===== src/rtl/sync_fifo_param.sv =====
// sync_fifo_param: single-clock synchronous FIFO with registered read data.
// Provides full/empty, programmable almost_full/almost_empty, an occupancy
// count and a synchronous clear. Reset (rst) is asynchronous, active-low.
//
// Optional feature macro: FIFO_ERR_EN
//   defined   -> sticky overflow/underflow error registers are built
//   undefined -> overflow/underflow ports are present but tied to 0
//
// Storage is a plain array with a registered read so it maps onto block RAM.
// The array itself has no reset; clr and rst only touch pointers and flags.

module sync_fifo_param #(
  parameter int WIDTH    = 9,
  parameter int DEPTH    = 8,
  parameter int AF_LEVEL = 6,
  parameter int AE_LEVEL = 1
) (
  input  logic                     clk,
  input  logic                     rst,
  input  logic                     clr,
  input  logic                     wr_en,
  input  logic [WIDTH-1:0]         din,
  input  logic                     rd_en,
  output logic [WIDTH-1:0]         dout,
  output logic                     dout_valid,
  output logic                     full,
  output logic                     empty,
  output logic                     almost_full,
  output logic                     almost_empty,
  output logic [$clog2(DEPTH):0]   count,
  output logic                     overflow,
  output logic                     underflow
);

  localparam int ADDR_W = $clog2(DEPTH);
  localparam int CNT_W  = ADDR_W + 1;

  // Threshold constants sized to the counter so all compares are width-matched.
  localparam logic [CNT_W-1:0] DEPTH_C = CNT_W'(DEPTH);
  localparam logic [CNT_W-1:0] AF_C    = CNT_W'(AF_LEVEL);
  localparam logic [CNT_W-1:0] AE_C    = CNT_W'(AE_LEVEL);

  // --------------------------------------------------------------------------
  // State
  // --------------------------------------------------------------------------
  logic [WIDTH-1:0]  mem_q [DEPTH];

  logic [ADDR_W-1:0] wr_ptr_q, wr_ptr_d;
  logic [ADDR_W-1:0] rd_ptr_q, rd_ptr_d;
  logic [CNT_W-1:0]  count_q,  count_d;

  logic              full_q,         full_d;
  logic              empty_q,        empty_d;
  logic              almost_full_q,  almost_full_d;
  logic              almost_empty_q, almost_empty_d;

  logic [WIDTH-1:0]  dout_q;
  logic              dout_valid_q;

  logic              wr_accept;
  logic              rd_accept;

  // --------------------------------------------------------------------------
  // Handshake qualification
  // --------------------------------------------------------------------------
  // A write is refused when full even if a read frees a slot the same cycle
  // (no pass-through), and a read is refused when empty even if a write
  // arrives the same cycle (no bypass). clr suppresses both.
  always_comb begin
    wr_accept = wr_en && !full_q  && !clr;
    rd_accept = rd_en && !empty_q && !clr;
  end

  // --------------------------------------------------------------------------
  // Next-state pointers, count and flags
  // --------------------------------------------------------------------------
  // Flags are derived from the next count so they change on the same edge as
  // the count itself and never disagree with it.
  always_comb begin
    wr_ptr_d = wr_ptr_q;
    rd_ptr_d = rd_ptr_q;
    count_d  = count_q;

    if (clr) begin
      wr_ptr_d = '0;
      rd_ptr_d = '0;
      count_d  = '0;
    end else begin
      if (wr_accept) begin
        wr_ptr_d = wr_ptr_q + ADDR_W'(1);
      end
      if (rd_accept) begin
        rd_ptr_d = rd_ptr_q + ADDR_W'(1);
      end
      unique case ({wr_accept, rd_accept})
        2'b10:   count_d = count_q + CNT_W'(1);
        2'b01:   count_d = count_q - CNT_W'(1);
        default: count_d = count_q;
      endcase
    end

    full_d         = (count_d == DEPTH_C);
    empty_d        = (count_d == '0);
    almost_full_d  = (count_d >= AF_C);
    almost_empty_d = (count_d <= AE_C);
  end

  // Pointer, count and flag registers.
  always_ff @(posedge clk or negedge rst) begin
    if (!rst) begin
      wr_ptr_q       <= '0;
      rd_ptr_q       <= '0;
      count_q        <= '0;
      full_q         <= 1'b0;
      empty_q        <= 1'b1;
      almost_full_q  <= 1'b0;
      almost_empty_q <= 1'b1;
    end else begin
      wr_ptr_q       <= wr_ptr_d;
      rd_ptr_q       <= rd_ptr_d;
      count_q        <= count_d;
      full_q         <= full_d;
      empty_q        <= empty_d;
      almost_full_q  <= almost_full_d;
      almost_empty_q <= almost_empty_d;
    end
  end

  // --------------------------------------------------------------------------
  // Storage
  // --------------------------------------------------------------------------
  // Write port of the storage array; no reset so it can live in block RAM.
  always_ff @(posedge clk) begin
    if (wr_accept) begin
      mem_q[wr_ptr_q] <= din;
    end
  end

  // Registered read port: dout holds the last word read until the next
  // accepted read; clr leaves it untouched, rst zeroes it.
  always_ff @(posedge clk or negedge rst) begin
    if (!rst) begin
      dout_q <= '0;
    end else if (rd_accept) begin
      dout_q <= mem_q[rd_ptr_q];
    end
  end

  // dout_valid pulses for exactly the cycle after each accepted read.
  always_ff @(posedge clk or negedge rst) begin
    if (!rst) begin
      dout_valid_q <= 1'b0;
    end else begin
      dout_valid_q <= rd_accept;
    end
  end

  // --------------------------------------------------------------------------
  // Sticky error flags
  // --------------------------------------------------------------------------
`ifdef FIFO_ERR_EN
  logic overflow_q;
  logic underflow_q;

  // Errors latch on any attempt against a full/empty FIFO; clr wins over a
  // same-cycle error so a clear always leaves both flags low.
  always_ff @(posedge clk or negedge rst) begin
    if (!rst) begin
      overflow_q  <= 1'b0;
      underflow_q <= 1'b0;
    end else if (clr) begin
      overflow_q  <= 1'b0;
      underflow_q <= 1'b0;
    end else begin
      if (wr_en && full_q) begin
        overflow_q <= 1'b1;
      end
      if (rd_en && empty_q) begin
        underflow_q <= 1'b1;
      end
    end
  end

  assign overflow  = overflow_q;
  assign underflow = underflow_q;
`else
  assign overflow  = 1'b0;
  assign underflow = 1'b0;
`endif

  // --------------------------------------------------------------------------
  // Outputs
  // --------------------------------------------------------------------------
  assign dout         = dout_q;
  assign dout_valid   = dout_valid_q;
  assign full         = full_q;
  assign empty        = empty_q;
  assign almost_full  = almost_full_q;
  assign almost_empty = almost_empty_q;
  assign count        = count_q;

endmodule


===== config.mk =====
export PLATFORM = sky130hd
export DESIGN_NAME = sync_fifo_param
export DESIGN_NICKNAME = d
export VERILOG_FILES = /design/src/rtl/sync_fifo_param.sv
export SDC_FILE = /design/constraint.sdc
export NUM_CORES = 1
export LEC_CHECK = 0
export BUFFER_PORTS_ARGS = -buffer_cell sky130_fd_sc_hd__buf_2
export CORE_MARGIN = 2
export CORE_UTILIZATION = 25
export CTS_CLUSTER_DIAMETER = 150
export DETAILED_ROUTE_END_ITERATION = 8
export GPL_ROUTABILITY_DRIVEN = 1
export SYNTH_ARGS = -nofsm -noshare
export SYNTH_HDL_FRONTEND = slang
export SYNTH_SLANG_ARGS = --single-unit

===== constraint.sdc =====
create_clock -name clk -period 6.6 [get_ports clk]
set_input_delay 1.32 -clock clk [delete_from_list [all_inputs] [get_ports clk]]
set_output_delay 1.32 -clock clk [all_outputs]
set_load 0.005 [all_outputs]

## Word level (Yosys, flattened, before mapping)

Memories as Yosys holds them, arrays and structs flattened. A register that Yosys moved wholly into a read port is not among the register bits.
Index checks and enable logic that the tools add are counted.

| storage, ports and cells | value |
|---|---|
| register bits | 15 |
| word-level logic and storage cells | 37 |
| memories | 1 |
| RAM bits | 72 |
| output and inout port bits | 20 |
| bits of input ports | 14 |

| cells by class | value |
|---|---|
| eq/ne operators | 3 |
| $add $sub $neg | 4 |
| reductions and logical operators | 11 |
| $lt $le $gt $ge | 2 |
| multiplexer cells | 8 |

Memory list:

| memory | depth | width | read ports | clocked after Yosys merged registers in | write ports | line | source |
|---|---|---|---|---|---|---|---|
| mem_q | 8 | 9 | 1 | 1 | 1 | 46 | `logic [WIDTH-1:0] mem_q [DEPTH];` |

Operator list:

| kind | number |
|---|---|
| $mux W3 | 4 |
| $pmux W4 S2 | 1 |
| $add A3 B1 Y3 const B | 2 |
| $add A4 B1 Y4 const B | 1 |
| $eq A4 B4 Y1 const B | 1 |
| $ge A4 B3 Y1 const B | 1 |
| $le A4 B1 Y1 const B | 1 |
| $logic_and A1 B1 Y1 | 4 |
| $logic_not A1 Y1 | 4 |
| $logic_not A4 Y1 | 1 |
| $mux W4 | 1 |
| $reduce_bool A2 Y1 | 2 |
| $sub A4 B1 Y4 const B | 1 |
| $eq A2 B1 Y1 const B | 1 |
| $eq A2 B2 Y1 const B | 1 |
| $mux W1 | 2 |

## Logic depth before layout (Yosys ltp)

| depth | value |
|---|---|
| word-level depth | 7 |
| mapped depth | 10 |
| depth with buffers taken out | 9 |

## Least setup slack after synthesis

Ideal clock, no wire load.

| timing | value |
|---|---|
| kind | input -> register |
| start | input clr |
| end | register full_q, in the netlist full |
| data required time | 6.506 ns |
| stages on the path | 10 |
| setup time | 0.094 ns |
| buffers on the path | 1 |
| arrival time | 3.238 ns |
| setup slack | 3.268 ns |
| path through | nor3b_4 -> clkbuf_1 -> nand2_1 -> xnor2_1 -> ha_1 -> a21oi_1 -> nand3_1 -> a21oi_1 -> mux2_4 -> nor4b_4 |

| between the ends | value |
|---|---|
| word-level cells in the longest chain between the ends | 6 |
| elaborated cells on any way between the ends | 8 |
| classes of those cells | eq/ne (3); mux (2); reduce/logical (3) |

RTL lines:

| item | line | source |
|---|---|---|
| start: declaration | 20 | `input logic clr,` |
| $logic_not A1 Y1 | 70, 71 |  |
| $logic_and A1 B1 Y1 (on tied branches) | 71, 70 |  |
| $eq A2 B1 Y1 / $eq A2 B2 Y1 (equally long branches) | 95 | `unique case ({wr_accept, rd_accept})` |
| $pmux W4 S2 | 95 |  |
| $mux W4 * | 84 | `if (clr) begin` |
| via count_d[2] | 50 | `logic [CNT_W-1:0] count_q, count_d;` |
| $eq A4 B4 Y1 * | 102 | `full_d = (count_d == DEPTH_C);` |
| via full_d | 52 | `logic full_q, full_d;` |
| end signal: assignment | 122 | `full_q <= full_d;` |
| end: declaration | 52 |  |

The timed path passes the listed nets; every way through them passes the cells marked *.
A chain may end at the register's enable or synchronous reset.

## Worst setup path after layout

Same ends and word-level chain as after synthesis.

==> qor.txt <==
Fin. Hold Viols: 0
Clock Power Share: 36.8%
Die W: 128 um
WL final: 7190 um
Die ar.: 16,400 sq um
Slowest-stage cell, CP: nor3b_4
CTS clk-pin slew, worst paths: 70 ps
Commonest cells post-synth: edfxtp_1 (72), nor2_1 (28), dfrtp_1 (22)
RePlAce Congestion: 0.741
n_diodes: 0
status: completed
routed vias/inst: 4.30
RSZ-0062 raised after global routing: no
Pwr per Cell Area: 314 nW/um^2
Rel. slew slack: 26.2%
DR iter-0 viols: 135
crit path capture type: register
leakage: 1.55 nW
Post-CTS Resized: 0
Seq/Total Area, Yosys: 72.0%
CTS root buf: clkbuf_16
Die Ht: 128 um
Fin Setup TNS: 0 ps
P_sw: 0.336 mW
TritonCTS clock tree: yes
Top FF cell, synth: edfxtp_1
Critical Path RT: 6850 ps
post-CTS setup buffers: 0
Async SR Flop Fraction: 25.0%
Post-synth EDFFs: 72
Buf/Inv on CP: 1
Seq pwr share: 51.5%
first-pass GRT wire length: 10,900 um
top-count cell post-synth: edfxtp_1
largest area contributor in the netlist: edfxtp_1
Critical Path AT: 3920 ps
min cycle time layout: 3670 ps
sw frac: 23.8%
Synth top area share: 56.3%
share of layout cells above drive strength 1: 28.5%
Ys Warns: 0
Synth Instances: 218
CP peak stage delay: 800 ps
critical path launch point type: input pin
# nets final: 269
CTS Hold Buffers Added: 0
top post-synthesis cells by area: edfxtp_1 (56%), dfrtp_1 (14%), mux4_2 (11%)
Worst path most repeated cell: a21oi_1
Filler cells: 1,484
Critical Path Fanout Max: 24
Synth cell types: 32
Ports: 34
drt pass-1 iters: 4
Num CTS Buffers: 9
area added between synthesis and finish: 17.0%
Setup violations, final: 0
Layout Skew: 8.44 ps
syn_area_per_cell: 17.6 sq um
total track usage: 9.33%
clock sink total: 96
antenna violations before repair: 0
register bit count reported by yosys: 96
cell row count: 45
Hold Crit Class: reg -> reg
IO Port Bufs: 31
Placed Instances: 428
largest net degree at the start of global routing: 25
CTS max path bufs: 2
DP HPWL: 4470 um
total design power: 1.41 mW
Wirelength per Cell: 16.2 um
VDD IR max: 0.000128 V
total gr overflow: 0
crit-path cells: buf_2 > nor3b_4 > nand2_1 > xnor2_1 > ha_1 > a21oi_1 > nand3_1 > a21oi_1 > mux2_4 > nor4b_4
Routed Antenna Nets: 0
combinational power share: 11.7%
vias in the first global route: 1,874
worst setup path class: in -> reg
P_int: 1.07 mW
worst skew pair latency: 340 ps
period utilization: 55.6%
core area: 15,100 sq um
Netlist Area Pre-Place: 3840 sq um
Slew Limit Fails: 0
measured slew at the worst slew-check pin: 1100 ps
detailed-route DRC error count: 0
non-filler cells, final: 444
total number of vias: 1,911
fin worst setup slack: 2930 ps
Crit path max-delay family: simple AND/OR/NAND/NOR gates
Starting Density: 25.4%
Fmax achieved: 272 MHz
Max-Cap Viols: 0
H-tree depth: 3
pre-CTS setup slack: 2570 ps
## state kept, by name (all words and copies together), names as in the netlist
signal        flops
almost_empty      1
almost_full       1
count             4
dout              9
dout_valid        1
empty             1
full              1
mem_q            72
rd_ptr_q          3
wr_ptr_q          3
## worst reg2reg max path, cell delays in order, from the launching register on
cell     delay [ps]
dfstp_2         400
nor3b_4         750
nand2_1         160
xnor2_1         160
ha_1            180
a21oi_1         160
nand3_1         100
a21oi_1         200
mux2_4          360
nor4b_4         260
## area by class of cell
class / instances / area [sq um] / share of cell area (%)
Clock buffer: 11 / 233 / 5.18
Clock inverter: 5 / 66.3 / 1.48
Inverter: 3 / 11.3 / 0.251
Multi-Input combinational cell: 109 / 1020 / 22.7
Sequential cell: 96 / 2770 / 61.5
Tap cell: 188 / 235 / 5.23
Timing Repair Buffer: 32 / 163 / 3.62
## per-layer routing
layer	wire (um)	vias to the layer above	track usage [%]	share of wire [%]
met1	3250	968	11.9	45
met5	0	-	0	0
li1	-	891	-	-
met2	3490	43	15.0	49
met3	342	9	2.67	4.8
met4	104	0	3.68	1.4
## cell usage in the layout, fill, tap and decap left out, drive strengths merged
cell type,n
mux2,2
bufinv,1
nand2,4
dfrtp,22
buf,32
or3b,1
ha,4
xnor2,3
inv,4
mux2i,12
mux4,18
clkinvlp,1
nor4,1
nor4b,1
xor2,3
a21o,2
nor2b,2
o21ai,1
edfxtp,72
nand4,1
clkbuf,11
clkinv,2
nand3,1
a211o,1
a21oi,13
or3,1
nor3b,2
nor3,3
nand2b,3
conb,2
dfstp,2
nor2,28
## power groups by stage
stage	Combinational, mW	Clock (mW)	Sequential [mW]
floorplan	0.103	0	0.733
global placement	0.166	0	0.740
detailed placement	0.169	0	0.741
CTS	0.170	0.532	0.729
global route	0.187	0.554	0.733
finish	0.165	0.520	0.726
## stage by stage
step           hold slack (ps)  util, %  area [sq um]
4_1_cts                    534     29.8          4490
6_report                   528     29.8          4490
3_3_place_gp               512     27.8          4200
3_5_place_dp               517     27.8          4200
5_1_grt                    552     29.8          4490
2_1_floorplan              520        -          3840
## worst paths after layout
| kind | cells after the start | slack, ps | end | from |
|---|---|---|---|---|
| max | 10 | 2930 | full$_DFF_PN0_ | clr |
| min | 2 | 530 | dout[2]$_DFFE_PN0P_ | dout[2]$_DFFE_PN0P_ |
| max reg2reg | 9 | 3780 | full$_DFF_PN0_ | empty$_DFF_PN1_ |
| min reg2reg | 2 | 530 | dout[2]$_DFFE_PN0P_ | dout[2]$_DFFE_PN0P_ |
| max in group asynchronous | 1 | 5240 | dout[0]$_DFFE_PN0P_ | rst |
| min in group asynchronous | 1 | 970 | dout[8]$_DFFE_PN0P_ | rst |
## kinds of logic after synthesis
| group | synth area share [%] |
|---|---|
| flops | 72.0 |
| simple gates | 6.65 |
| mux | 14.4 |
| compound gates | 2.44 |
| buf+inv | 1.76 |
| xor+xnor | 1.37 |
| fa+ha+maj | 1.30 |
| other cells | 0.0977 |
Power figures use the tool's default switching activity.
